**src/rtl/riscv_run_pkg.sv**
```systemverilog
// Shared types and instruction constants for the RISC-V run controller.
package riscv_run_pkg;

  typedef enum logic [1:0] {IDLE, RESET, RUN, DONE} run_state_t;

  typedef enum logic [1:0] {
    ST_NONE      = 2'd0,
    ST_HALT      = 2'd1,
    ST_SELF_LOOP = 2'd2,
    ST_TIMEOUT   = 2'd3
  } run_status_t;

  localparam logic [31:0] INSTR_ECALL    = 32'h0000_0073;
  localparam logic [31:0] INSTR_EBREAK   = 32'h0010_0073;
  localparam logic [31:0] INSTR_JAL_SELF = 32'h0000_006F;

  // Retire-driven termination cause; halt outranks self-loop.
  function automatic run_status_t classify(input logic vld, input logic [31:0] instr);
    if (vld && (instr == INSTR_ECALL || instr == INSTR_EBREAK)) return ST_HALT;
    if (vld && instr == INSTR_JAL_SELF) return ST_SELF_LOOP;
    return ST_NONE;
  endfunction

endpackage

```
**src/rtl/riscv_run_ctrl_if.sv**
```systemverilog
// Core retire bus: the core (master) reports each retired instruction to the controller (slave).
interface riscv_run_ctrl_if #(
  parameter int unsigned PC_W = 32
);
  logic            retire_vld;
  logic [PC_W-1:0] retire_pc;
  logic [31:0]     retire_instr;

  modport master (output retire_vld, retire_pc, retire_instr);
  modport slave  (input  retire_vld, retire_pc, retire_instr);
endinterface

```
**src/rtl/riscv_run_ctrl_sat_counter.sv**
```systemverilog
// Saturating up-counter with synchronous clear; holds at all-ones instead of wrapping.
module sat_counter #(
  parameter int unsigned W = 32
) (
  input  logic         clk,
  input  logic         rst,
  input  logic         clr,
  input  logic         inc,
  output logic [W-1:0] q
);

  always_ff @(posedge clk or posedge rst) begin
    if (rst)                 q <= '0;
    else if (clr)            q <= '0;
    else if (inc && q != '1) q <= q + W'(1);
  end

endmodule

```
**src/rtl/riscv_run_ctrl.sv**
```systemverilog
// Run controller around the pipeline core: sequences core reset, counts cycles/retires and
// latches the end-of-program cause. Macro RUN_CTRL_STALL_CNT_EN enables the stall counter.
module riscv_run_ctrl
  import riscv_run_pkg::*;
#(
  parameter int unsigned RST_CYCLES = 4,
  parameter int unsigned MAX_CYCLES = 20,
  parameter int unsigned PC_W       = 32,
  parameter int unsigned CNT_W      = 32
) (
  input  logic                clk,
  input  logic                srst,
  input  logic                start,
  riscv_run_ctrl_if.slave     retire,
  output logic                core_rst,
  output logic                busy,
  output logic                done,
  output logic [1:0]          status,
  output logic [PC_W-1:0]     halt_pc,
  output logic [CNT_W-1:0]    cycle_cnt,
  output logic [CNT_W-1:0]    instret_cnt,
  output logic [CNT_W-1:0]    stall_cnt
);

  localparam int unsigned RC_W  = (RST_CYCLES > 1) ? $clog2(RST_CYCLES) : 1;
  // Budget compare is done wide so a narrow saturated counter never aliases MAX_CYCLES.
  localparam int unsigned CMP_W = (CNT_W + 1 > 32) ? CNT_W + 1 : 32;

  run_state_t      state, state_nxt;
  run_status_t     status_q, status_nxt, hit;
  logic [RC_W-1:0] rst_cnt;
  logic [PC_W-1:0] halt_nxt;
  logic [CMP_W-1:0] cyc_next;
  logic            clr, run, rst_last, timeout;

  assign run      = (state == RUN);
  assign rst_last = (rst_cnt == RC_W'(RST_CYCLES - 1));
  assign cyc_next = CMP_W'(cycle_cnt) + CMP_W'(1);
  assign timeout  = (cyc_next == CMP_W'(MAX_CYCLES));
  assign hit      = classify(retire.retire_vld, retire.retire_instr);
  assign status   = status_q;

  always_comb begin
    state_nxt  = state;
    clr        = 1'b0;
    status_nxt = status_q;
    halt_nxt   = halt_pc;
    unique case (state)
      IDLE, DONE: if (start) begin
        state_nxt  = RESET;
        clr        = 1'b1;
        status_nxt = ST_NONE;
        halt_nxt   = '0;
      end
      RESET: if (rst_last) state_nxt = RUN;
      RUN: begin
        if (hit != ST_NONE) begin
          state_nxt  = DONE;
          status_nxt = hit;
          halt_nxt   = retire.retire_pc;
        end else if (timeout) begin
          state_nxt  = DONE;
          status_nxt = ST_TIMEOUT;
          halt_nxt   = '0;
        end
      end
      default: state_nxt = IDLE;
    endcase
  end

  always_ff @(posedge clk or posedge srst) begin
    if (srst) begin
      state    <= IDLE;
      rst_cnt  <= '0;
      core_rst <= 1'b1;
      busy     <= 1'b0;
      done     <= 1'b0;
      status_q <= ST_NONE;
      halt_pc  <= '0;
    end else begin
      state    <= state_nxt;
      rst_cnt  <= (state == RESET) ? rst_cnt + RC_W'(1) : '0;
      core_rst <= (state_nxt != RUN);
      busy     <= (state_nxt == RESET) || (state_nxt == RUN);
      done     <= (state_nxt == DONE);
      status_q <= status_nxt;
      halt_pc  <= halt_nxt;
    end
  end

  sat_counter #(.W(CNT_W)) u_cycle (
    .clk (clk), .rst (srst), .clr (clr), .inc (run), .q (cycle_cnt)
  );

  sat_counter #(.W(CNT_W)) u_instret (
    .clk (clk), .rst (srst), .clr (clr), .inc (run && retire.retire_vld), .q (instret_cnt)
  );

`ifdef RUN_CTRL_STALL_CNT_EN
  sat_counter #(.W(CNT_W)) u_stall (
    .clk (clk), .rst (srst), .clr (clr), .inc (run && !retire.retire_vld), .q (stall_cnt)
  );
`else
  assign stall_cnt = '0;
`endif

endmodule

```
**src/flat_wrapper.sv**
```systemverilog
// flat-port wrapper written by rule: the top's interface ports become plain ports
module riscv_run_ctrl_flat import riscv_run_pkg::*;
#(
  parameter int unsigned RST_CYCLES = 4,
  parameter int unsigned MAX_CYCLES = 20,
  parameter int unsigned PC_W       = 32,
  parameter int unsigned CNT_W      = 32
)
  (clk, srst, start, core_rst, busy, done, status, halt_pc, cycle_cnt, instret_cnt, stall_cnt, retire_retire_vld, retire_retire_pc, retire_retire_instr);
  riscv_run_ctrl_if #(.PC_W(PC_W)) retire_i ();
  input  logic clk;
  input  logic srst;
  input  logic start;
  output logic core_rst;
  output logic busy;
  output logic done;
  output logic [1:0] status;
  output logic [PC_W-1:0] halt_pc;
  output logic [CNT_W-1:0] cycle_cnt;
  output logic [CNT_W-1:0] instret_cnt;
  output logic [CNT_W-1:0] stall_cnt;
  input wire logic [$bits(retire_i.retire_vld)-1:0] retire_retire_vld;
  input wire logic [$bits(retire_i.retire_pc)-1:0] retire_retire_pc;
  input wire logic [$bits(retire_i.retire_instr)-1:0] retire_retire_instr;
  assign retire_i.retire_vld = retire_retire_vld;
  assign retire_i.retire_pc = retire_retire_pc;
  assign retire_i.retire_instr = retire_retire_instr;
  riscv_run_ctrl #(.RST_CYCLES(RST_CYCLES), .MAX_CYCLES(MAX_CYCLES), .PC_W(PC_W), .CNT_W(CNT_W)) u_core (.clk(clk), .srst(srst), .start(start), .retire(retire_i), .core_rst(core_rst), .busy(busy), .done(done), .status(status), .halt_pc(halt_pc), .cycle_cnt(cycle_cnt), .instret_cnt(instret_cnt), .stall_cnt(stall_cnt));
endmodule
```
**config.mk**
```make
export PLATFORM = sky130hd
export DESIGN_NAME = riscv_run_ctrl_flat
export DESIGN_NICKNAME = d
export VERILOG_FILES = /design/src/rtl/riscv_run_pkg.sv /design/src/rtl/riscv_run_ctrl_if.sv /design/src/rtl/riscv_run_ctrl_sat_counter.sv /design/src/rtl/riscv_run_ctrl.sv /design/src/flat_wrapper.sv
export SDC_FILE = /design/constraint.sdc
export NUM_CORES = 1
export LEC_CHECK = 0
export CORE_ASPECT_RATIO = 0.7
export CORE_MARGIN = 2
export CORE_UTILIZATION = 47
export CTS_CLUSTER_DIAMETER = 120
export DETAILED_ROUTE_END_ITERATION = 6
export PLACE_DENSITY = 0.78
export RECOVER_POWER = 50
export SLEW_MARGIN = 10
export SYNTH_ARGS = -nofsm -noshare
export SYNTH_HDL_FRONTEND = slang
export SYNTH_HIERARCHICAL = 1
export SYNTH_SLANG_ARGS = --single-unit
```
**constraint.sdc**
```tcl
create_clock -name clk -period 3.4 [get_ports clk]
set_clock_uncertainty 0.1 [all_clocks]
set_input_delay 0.68 -clock clk [delete_from_list [all_inputs] [get_ports clk]]
set_output_delay 0.68 -clock clk [all_outputs]
set_load 0.02 [all_outputs]
```
**After elaboration in Yosys (flattened, before gate mapping)**

Index checks and enable logic that the tools add are counted.

- Flip-flop bits (word level): 105
- Input bits: 68
- Output and inout port bits: 133
- Word-level logic and storage cells: 70

- $add $sub $neg: 4
- Equal/unequal tests: 16
- Muxes and demuxes: 27
- Reductions and logical operators: 14

Operators by type and width:

| operator | count |
|---|---|
| $mux 32 | 7 |
| $add 32x1->32 const B | 2 |
| $eq 32x7->1 const B | 2 |
| $ne 32x32->1 const B | 2 |
| $pmux 32 s2 | 1 |
| $add 32x1->33 const B | 1 |
| $eq 33x5->1 const B | 1 |
| $eq 32x21->1 const B | 1 |
| $mux 2 | 12 |
| $eq 2x2->1 const B | 5 |
| $reduce_bool 2->1 | 4 |
| $pmux 2 s3 | 1 |
| $logic_and 1x1->1 | 5 |
| $mux 1 | 5 |
| $eq 2x1->1 const B | 2 |
| $ne 2x2->1 const B | 2 |
| $pmux 2 s2 | 1 |
| $ne 3x3->1 const B | 1 |
| $reduce_and 3->1 | 1 |
| $add 2x1->2 const B | 1 |
| $logic_not 2->1 | 1 |
| $logic_or 1x1->1 | 2 |
| $reduce_or 2->1 | 1 |

**Longest topological paths before layout**

- Depth in word-level cells: 12
- Depth in mapped cells: 9
- Gate-level depth less buffers: 8

**Cells and area by module**

Netlist, hierarchy kept.

Modules (own cells, without submodules):

| module | times used | cells each | area an instance (um2) | seq. area each (um2) |
|---|---|---|---|---|
| sat_counter | 2 | 186 | 1,740.4 | 800.8 |
| riscv_run_ctrl | 1 | 277 | 2,636.3 | 1,027.2 |

**Worst setup path before layout**

Ideal clock, no wire load.

- Path type: register to register
- From: reg u_core.u_cycle.q[4]
- To: reg u_core.busy
- Arrival: 2,929 ps
- Slack: 245 ps
- Stages on the path, launching flop included: 10
- Period minus slack after synthesis: 3,155 ps
- Path through: dfrtp_1 -> nand3_1 -> or4_1 -> buf_2 -> or3_1 -> a221o_1 -> nor4_4 -> nand3_1 -> a211oi_1 -> ha_1

- Word-level cells in the longest chain between the ends: 7
- Elaborated cells between the ends (all ways): 8

Ends and longest elaborated chain:

| what | RTL line | source |
|---|---|---|
| start: declaration | riscv_run_ctrl_sat_counter.sv:9 | `output logic [W-1:0] q` |
| start signal: assignment | riscv_run_ctrl_sat_counter.sv:15 | `else if (inc && q != '1) q <= q + W'(1);` |
| $add 32x1->33 * | riscv_run_ctrl.sv:38 | `assign cyc_next = CMP_W'(cycle_cnt) + CMP_W'(1);` |
| $eq 33x5->1 * | riscv_run_ctrl.sv:39 | `assign timeout = (cyc_next == CMP_W'(MAX_CYCLES));` |
| $mux 2 * | riscv_run_ctrl.sv:61 | `end else if (timeout) begin` |
| $mux 2 * | riscv_run_ctrl.sv:57 | `if (hit != ST_NONE) begin` |
| $pmux 2 s3 * | riscv_run_ctrl.sv:48 | `unique case (state)` |
| $eq 2x1->1 / $eq 2x2->1 (equally long branches) | riscv_run_ctrl.sv:84 | `busy <= (state_nxt == RESET) \|\| (state_nxt == RUN);` |
| $logic_or 1x1->1 * | riscv_run_ctrl.sv:84 |  |
| end signal: assignment | riscv_run_ctrl.sv:84 |  |
| end: declaration | riscv_run_ctrl.sv:16 | `output logic busy,` |

Mark *: on every way between the ends. The rest lies on a longest branch, timed or not.
A chain may end at the register's enable or synchronous reset.

**Worst setup path after layout**

Ends and elaborated chain as after synthesis.

==> results.toml <==
[detailed_routing]
vias = 6141
wire_per_inst_um = 18.31
postRouteWirelength_um = 18290
ant_nets = 0
vias_per_cell = 6.147
drcViolationCount = 0
drt_iter0_markers = 549
drtPass1Iterations = 5

[worst_setup_path]
startpoint_type = "register"
critPathKind = "reg2reg"
r2r_cells = 8
rrSetupSlack_ns = 0.32
crit_path_max_fanout = 8
worst_setup_path_end_kind = "register"
crit_required_ns = 3.54
arrival_ns = 3.22

[pwr]
switching_power_w = 0.0009508
seqPwrFrac_pct = 43.4
leakage_nw = 3.344
power_density_nw_per_um2 = 370.2
power_w = 0.003062
ir_worst_vdd_mv = 0.3041
clockPowerShare_pct = 34.6
swShare_pct = 31.05
combPwrFrac_pct = 22.1
p_int_w = 0.002111

[global_routing]
first_global_vias = 5616
grt-ovfl-total = 0
grt_start_max_net_pins = 44
track_usage_pct = 25.88
grt_pass1_wl_um = 29030
antenna_found_initial = 1

[logic_synthesis]
ys_types = 58
yosys_warnings = 6
synth_area_um2 = 6117
syn_avg_cell_area_um2 = 9.425
ys_ff_latch = 105
syn_inst = 649
synth_ff_type = "dfrtp_1"
yosysSeqAreaShare_pct = 42.97
synthArstFlopShare_pct = 100.0
synth_edf_count = 0

[clock_network]
cts_setup_buffers = 0
cts.sink_count = 105
cts.htree.levels = 3
cts-resized-gates = 0
clkTransAtPathRegs_ns = 0.07
clk-insertion-delay-late_ns = 0.35
root_buffer = "clkbuf_16"
cts_tree = "built"
cts_buffers = 9
clk_path_buf_depth = 2
cts_hold_buf = 0

[sta]
hold_viol = 0
period_needed_ns = 3.080
worstMarginPinSlew_ns = 1.865
rsz0062_at_grt = "false"
setup_viol = 0
fmax_mhz = 324.7
fin_tns_setup_ns = 0
relSlewSlack_pct = -24.32
slew_violations = 66
fin_crit_sh_pct = 90.59

[flow_run]
drv_cap = 2

[floorplanning]
boundaryPins = 201
start_util_pct = 48.74
die_w_um = 140.4
coreArea_um2 = 12550
dieArea_um2 = 13960
fp.dieH_um = 99.45
fp-row-count = 34

[final_layout]
synthToLayoutAreaGrowth_pct = 35.22
drive_gt1_share_pct = 6.579
final_common_cell = "clkdlybuf4s50_1"
final_cell_mix = "120 x clkdlybuf4s50_1, 104 x dfrtp_1, 58 x a21oi_1"
nets = 906
post-route-cell-area_um2 = 8272

[status]
violations = "capacitance limit, slew limit"
status = "finished, violations left"

[worst_hold_path]
hold_path.class = "reg2reg"
holdPathStages = 1

[place]
postPlaceCellArea_um2 = 7984
port_buffers = 168
dp_hpwl_um = 13330
place_congestion = 0.9823
## flip-flops by register name, indices dropped and copies added, names as in the netlist
signal and cells:
u_core/status 2, u_core/u_cycle/q 32, u_core/u_instret/q 32, u_core/core_rst 1, u_core/done 1, u_core/rst_cnt 2
u_core/busy 1, u_core/state 2, u_core/halt_pc 32
## power by group through the flow
stage | registers, W | clock network (W) | logic (W)
2_1_floorplan | 0.00136 | 0 | 0.000454
3_3_place_gp | 0.00135 | 0 | 0.000655
3_5_place_dp | 0.00135 | 0 | 0.000679
4_1_cts | 0.00133 | 0.00109 | 0.000681
5_1_grt | 0.00133 | 0.00114 | 0.000740
6_report | 0.00133 | 0.00106 | 0.000676
## per-stage QoR
stage | std cells | hold slack [ns] | setup WS (ns) | util (%)
finish | 999 | 0.3512 | 0.3199 | 65.91
global route | 999 | 0.3668 | 0.1453 | 65.91
CTS | 998 | 0.3555 | 0.3322 | 65.94
detailed placement | 983 | 0.3445 | 0.2519 | 63.62
global placement | 983 | 0.3217 | 0.2875 | 63.62
floorplan | 680 | 0.3091 | 0.2446 | -
## area by class of cell
class / count / area, µm²
Inverter: 22 / 82.58
Fill cell: 1005 / 4278
Clock buffer: 9 / 225.2
Multi-Input combinational cell: 500 / 3176
Antenna cell: 1 / 2.502
Timing Repair Buffer: 194 / 1888
Clock inverter: 6 / 66.31
Sequential cell: 105 / 2629
Tap cell: 162 / 202.7
## logic make-up after synthesis
group | after synthesis | share of synthesized area (%)
simple gates | 251 | 24.28
compound gates | 196 | 21.95
flops | 105 | 42.97
buf+inv | 75 | 7.241
xor+xnor | 10 | 1.432
fa+ha+maj | 6 | 1.227
mux | 5 | 0.8386
other cells | 1 | 0.06130
## final timing paths
path,startpoint,to
setup / recovery,u_core/u_cycle/q[4]$_DFFE_PP0P_,u_core/busy$_DFF_PP0_
hold / removal,u_core/rst_cnt[0]$_DFF_PP0_,u_core/rst_cnt[0]$_DFF_PP0_
setup reg to reg,u_core/u_cycle/q[4]$_DFFE_PP0P_,u_core/busy$_DFF_PP0_
hold reg to reg,u_core/rst_cnt[0]$_DFF_PP0_,u_core/rst_cnt[0]$_DFF_PP0_
max in group asynchronous,srst,u_core/u_cycle/q[24]$_DFFE_PP0P_
min in group asynchronous,srst,u_core/busy$_DFF_PP0_
## cell usage after synthesis, types with 3 or more instances
cell	n	area share, %
a211oi_1	4	0.49
a21oi_1	58	4.7
a221oi_1	3	0.43
a22o_1	33	4.7
a31oi_1	3	0.31
and2_1	6	0.61
and3_1	9	0.92
and4_1	11	1.6
buf_2	3	0.25
buf_4	32	3.9
buf_6	5	0.92
clkbuf_1	13	0.80
dfrtp_1	104	43
ha_1	6	1.2
inv_1	22	1.3
mux2i_1	4	0.65
nand2_1	37	2.3
nand2b_1	3	0.31
nand3_1	31	2.5
nand4_1	25	2.6
nor2_1	24	1.5
nor3_1	16	1.3
nor3b_1	3	0.37
nor4_1	14	1.4
o21ai_0	31	2.5
o311ai_1	3	0.43
o31a_1	4	0.57
o31ai_1	34	4.2
o41ai_1	3	0.43
or3_1	29	3.0
or4_1	31	3.8
xnor2_1	7	1.0
xor2_1	3	0.43
## worst max-delay path, cell delays in order (launching register included)
cell	delay [ns]
dfrtp_1	0.47
nand3_1	0.21
or4_1	0.59
or3_1	0.33
a221o_1	0.33
nor4_4	0.28
nand3_1	0.14
a211oi_1	0.25
ha_1	0.27
## routing by layer
metal | GRT usage, % | wire length [µm] | vias up
met4 | 7.848 | 335 | 0
met5 | 0 | 0 | -
li1 | - | - | 2846
met2 | 39.48 | 8334 | 309
met3 | 6.596 | 1597 | 33
met1 | 36.60 | 8020 | 2953
No activity file was read; power rests on OpenSTA's default activity.
